$ cat src/rtl/piece_scheduler.sv
// piece_scheduler: 7-bag tetromino sequencer.
// It draws pieces from an LFSR word by rejection sampling. After max_reject_p
// tries it falls back to the lowest unused piece. Drawn pieces go into a
// shallow preview FIFO that is consumed through a valid/yumi handshake.
module piece_scheduler #(
    parameter int rand_width_p  = 16,
    parameter int queue_depth_p = 3,
    parameter int max_reject_p  = 8
) (
    input  logic                       clk_i,
    input  logic                       reset_n_i,
    input  logic [rand_width_p-1:0]    random_i,
    output logic [2:0]                 piece_o,
    output logic                       piece_v_o,
    input  logic                       piece_yumi_i,
    output logic [3*queue_depth_p-1:0] preview_o,
    output logic [2:0]                 count_o,
    output logic [6:0]                 bag_o
);

    localparam int RCW = (max_reject_p > 1) ? $clog2(max_reject_p) : 1;
    localparam logic [2:0]     DEPTH   = 3'(queue_depth_p);
    localparam logic [RCW-1:0] REJ_MAX = RCW'(max_reject_p - 1);

    typedef enum logic {DRAW = 1'b0, HOLD = 1'b1} state_e;

    state_e                          state_q, state_n;
    logic [queue_depth_p-1:0][2:0]   fifo_q, fifo_n;
    logic [2:0]                      count_q, count_n;
    logic [6:0]                      bag_q, bag_n, bag_clr;
    logic [RCW-1:0]                  rej_q, rej_n;

    logic [2:0] cand, low_pick, pick, wr_idx;
    logic [7:0] bag_x;
    logic       pop, draw_en, accept, fallback, push;

    // Only the low three bits of the LFSR word carry a candidate.
    generate
        if (rand_width_p > 3) begin : g_unused_rand
            logic unused_rand_bits;
            assign unused_rand_bits = ^random_i[rand_width_p-1:3];
        end
    endgenerate

    assign cand  = random_i[2:0];
    assign bag_x = {1'b0, bag_q};     // candidate 7 lands on the zero pad

    // Handshake, draw decision and the fallback pick.
    always_comb begin
        pop      = piece_yumi_i && (count_q != 3'd0);
        // A full FIFO can still take a piece when the head leaves on the same edge.
        draw_en  = ((state_q == DRAW) && (count_q < DEPTH)) || pop;
        accept   = bag_x[cand];
        fallback = !accept && (rej_q == REJ_MAX);
        push     = draw_en && (accept || fallback);
        low_pick = 3'd0;
        for (int i = 6; i >= 0; i--) begin
            if (bag_q[i]) low_pick = 3'(i);
        end
        pick = accept ? cand : low_pick;
    end

    // Next bag, reject counter and FIFO contents.
    always_comb begin
        bag_clr = bag_q & ~(7'b1 << pick);
        bag_n   = bag_q;
        if (push) bag_n = (bag_clr == 7'd0) ? 7'h7F : bag_clr;

        rej_n = rej_q;
        if (draw_en) rej_n = push ? '0 : rej_q + 1'b1;

        fifo_n = fifo_q;
        if (pop) begin
            for (int i = 0; i < queue_depth_p - 1; i++) fifo_n[i] = fifo_q[i+1];
            fifo_n[queue_depth_p-1] = 3'd0;
        end
        // Slot indexes shift down by one when a pop happens on the same edge.
        wr_idx = count_q - {2'b0, pop};
        for (int i = 0; i < queue_depth_p; i++) begin
            if (push && (wr_idx == 3'(i))) fifo_n[i] = pick;
        end
        count_n = count_q + {2'b0, push} - {2'b0, pop};
    end

    // DRAW/HOLD next state: park when full with nobody consuming.
    always_comb begin
        state_n = state_q;
        case (state_q)
            DRAW: if (push && !pop && (count_n == DEPTH)) state_n = HOLD;
            HOLD: if (pop) state_n = DRAW;
            default: state_n = DRAW;
        endcase
    end

    // State register with synchronous active-low reset.
    always_ff @(posedge clk_i) begin
        if (!reset_n_i) begin
            state_q <= DRAW;
            fifo_q  <= '0;
            count_q <= 3'd0;
            bag_q   <= 7'h7F;
            rej_q   <= '0;
        end else begin
            state_q <= state_n;
            fifo_q  <= fifo_n;
            count_q <= count_n;
            bag_q   <= bag_n;
            rej_q   <= rej_n;
        end
    end

    assign piece_o   = fifo_q[0];
    assign piece_v_o = (count_q != 3'd0);
    assign preview_o = fifo_q;
    assign count_o   = count_q;
    assign bag_o     = bag_q;

endmodule

$ cat config.mk
export PLATFORM = sky130hd
export DESIGN_NAME = piece_scheduler
export DESIGN_NICKNAME = d
export VERILOG_FILES = /design/src/rtl/piece_scheduler.sv
export SDC_FILE = /design/constraint.sdc
export NUM_CORES = 1
export LEC_CHECK = 0
export CAP_MARGIN = 20
export CORE_MARGIN = 5
export CORE_UTILIZATION = 55
export DETAILED_ROUTE_END_ITERATION = 8
export DONT_BUFFER_PORTS = 1
export PLACE_DENSITY = 0.72
export RECOVER_POWER = 50
export SKIP_LAST_GASP = 1
export SLEW_MARGIN = 20
export SYNTH_ARGS = -nofsm -noshare
export SYNTH_HDL_FRONTEND = slang
export SYNTH_SLANG_ARGS = --single-unit
$ cat constraint.sdc
create_clock -name clk_i -period 4.1 [get_ports clk_i]
set_input_delay 1.23 -clock clk_i [delete_from_list [all_inputs] [get_ports clk_i]]
set_output_delay 1.23 -clock clk_i [all_outputs]
set_load 0.01 [all_outputs]
==> impl_metrics.yaml <==
floorplanning:
  core_sq_um: 2734
  num_rows: 19
  ios: 42
  dieArea_sq_um: 3983
  die_x_microns: 63.11
  die_h_microns: 63.11
  start_util_pct: 56.75
global_route:
  first_global_vias: 1314
  grt_max_degree: 14
  grt_first_pass_wirelength_microns: 5961
  overflow: 0
  grt_use_total_pct: 17.98
  antenna_found_initial: 0
cts:
  htree_levels: 1
  cts_hold_buf: 0
  cts_resized: 0
  numCtsBuffers: 3
  path_clk_slew_ps: 140
  cts_setup_buffers: 0
  tritoncts: "yes"
  clk_latency_ps: 320
  cts_buffer_depth: 2
  cts-root-buf: "clkbuf_4"
  clock_sinks: 23
critical_path:
  critical_path_class: "input port to flip-flop"
  reg2reg_to: "state_q"
  rrSetupSlack_ps: 740
  critPathCaptureType: "flip-flop"
  worstPathArrival_ps: 3840
  crit_fanout: 9
  startpoint_type: "input port"
  reg2reg_depth: 12
  worstPathRequired_ps: 4360
  r2r-start: "bag_o[3]"
placement:
  place_ws_ps: 191.1
  placed_area_sq_um: 1549
  gp_congestion: 0.8044
  place_inst: 207
  dp_hpwl_microns: 2672
  io_buffers: 0
synthesis:
  synth_cells: 182
  ys_types: 56
  synth-seq-cells: 23
  synth_warnings: 0
  synth_area_per_cell_sq_um: 8.525
  synth_top_area_cell: "dfxtp_1"
  synth_edf_count: 0
  yosysMostFrequentCell: "dfxtp_1"
  synth_top_cell_area_share_pct: 29.68
  synth_fp_nets: 210
  syn-cell-area_sq_um: 1551
  synth_area_leaders: "dfxtp_1 (30%), ha_1 (6.5%), nor2_1 (4.4%), inv_1 (3.9%), a211oi_1 (3.4%)"
  ys.flop_type: "dfxtp_1"
  ys_seq_area_share_pct: 29.68
  async_flop_share_pct: 0
  synth_common_cells: "dfxtp_1 (23), nor2_1 (18), inv_1 (16), nand2_1 (14), ha_1 (8)"
finish:
  design_area_sq_um: 1573
  stdcell_count: 211
  fin_util_pct: 57.53
  layout.nets: 209
  drive_above_1_share_pct: 12.78
  antennaDiodeCount: 0
  areaGrowthSynthToFinish_pct: 1.371
  nFillCells: 244
hold_path:
  holdCritStartpoint: "state_q"
  hold_path.class: "flip-flop to flip-flop"
  worstHoldPathCells: 2
  min_delay_worst_endpoint: "state_q"
timing:
  worst_slack_ps: 520.8
  period_share_pct: 87.30
  fin_hold_ws_ps: 489.1
  slew_headroom_pct: 56.95
  setup_viol: 0
  fin_crit_ps: 3579
  hold_viol: 0
  rsz0062_at_grt: "false"
  fmax_mhz: 279.4
  worst_slew_pin_slew_ps: 641.4
  clock-skew-final_ps: 8.093
  slew_violations: 0
  fin_setup_tns_ps: 0
routing:
  vias: 1347
  routed_wl_microns: 3472
  ant_nets: 0
  routed_via_density: 6.384
  drc: 0
  drt_iter0_drc: 67
  first_pass_iters: 4
  routedWlPerCell_microns: 16.45
power:
  power_switching_mw: 0.5795
  power.share.clock_pct: 9.3
  combPwrFrac_pct: 52.3
  p_int_mw: 0.6026
  seq_power_share_pct: 38.4
  p_per_area_nw_per_um2: 751.6
  power.leakage_nw: 0.6837
  switching_share_pct: 49.02
  fin_total_pwr_mw: 1.182
  ir_drop_mv: 0.5161
outcome:
  status: "finished, final reports clean"
job:
  maxCapViolations: 0
-- cell families (layout without fill, tap and decap cells) --
| family | after synthesis | after routing | share of synthesized area (%) |
|---|---|---|---|
| compound gates | 45 | 45 | 21.94 |
| xor+xnor | 3 | 3 | 1.694 |
| fa+ha+maj | 9 | 9 | 7.742 |
| buf+inv | 27 | 25 | 8.710 |
| flops | 23 | 23 | 29.68 |
| mux | 9 | 9 | 7.177 |
| simple gates | 66 | 66 | 23.07 |
-- critical path: stages --
cell and delay [ps]:
mux2i_1 120, a22oi_1 440, a21oi_1 160, nor2_1 170, inv_1 70, ha_1 280
inv_1 40, ha_1 180, fa_1 370, xor2_1 150, or4_1 470, a21oi_1 150
-- how the worst max path moves through the flow --
stage / startpoint / cells past startpoint / end / slack [ps]
after floorplan: random_i[0] / 12 / state_q / 240
after global placement: random_i[1] / 12 / state_q / 240
after detailed placement: random_i[1] / 12 / state_q / 190
after CTS: random_i[1] / 12 / state_q / 540
after global routing: random_i[1] / 12 / state_q / 310
final: random_i[1] / 12 / state_q / 520
-- cell type report --
type	count	area (sq um)	share of cell area, %
repair buffers	4	26.28	1.671
multi-input cells	132	955.9	60.78
clock buffers	3	22.52	1.432
clock inverters	1	5.005	0.3182
well taps	31	38.79	2.466
inverters	17	63.81	4.057
flip-flops and latches	23	460.4	29.28
-- registers in the layout, summed over array words and instances (netlist names) --
signal / flops
state_q: 1
count_o: 3
rej_q: 3
piece_o: 3
preview_o: 6
bag_o: 7
-- layer usage --
| metal | track usage, % | vias to the layer above | wire length, microns |
|---|---|---|---|
| li1 | - | 653 | - |
| met1 | 22.61 | 636 | 1493 |
| met2 | 29.10 | 52 | 1662 |
| met3 | 5.329 | 6 | 282 |
| met4 | 6.101 | 0 | 34 |
| met5 | 0 | - | 0 |
-- placed cells by master (no fill, tap or decap), drive strengths merged, types with 2 or more instances in the layout --
cell,netlist,final
clkbuf,3,4
inv,16,16
a21o,2,2
or4,2,2
and2,5,5
mux2,4,4
nor3,4,4
a211oi,7,7
mux2i,4,4
clkinv,1,2
nand2,14,14
nand3,8,8
buf,7,3
o311ai,2,2
o31ai,2,2
a21oi,4,4
and3b,2,2
nor2b,2,2
o21ai,12,12
nor2,19,19
o211a,2,2
a32oi,2,2
o211ai,2,2
ha,8,8
xor2,3,3
dfxtp,23,23
-- power groups by stage --
stage | Combinational (mW) | Sequential, mW | Clock (mW)
floorplan | 0.548 | 0.397 | 0
CTS | 0.622 | 0.455 | 0.113
global route | 0.706 | 0.471 | 0.126
detailed placement | 0.618 | 0.461 | 0
global placement | 0.592 | 0.456 | 0
finish | 0.618 | 0.454 | 0.110
No activity file was read; power rests on OpenSTA's default activity.
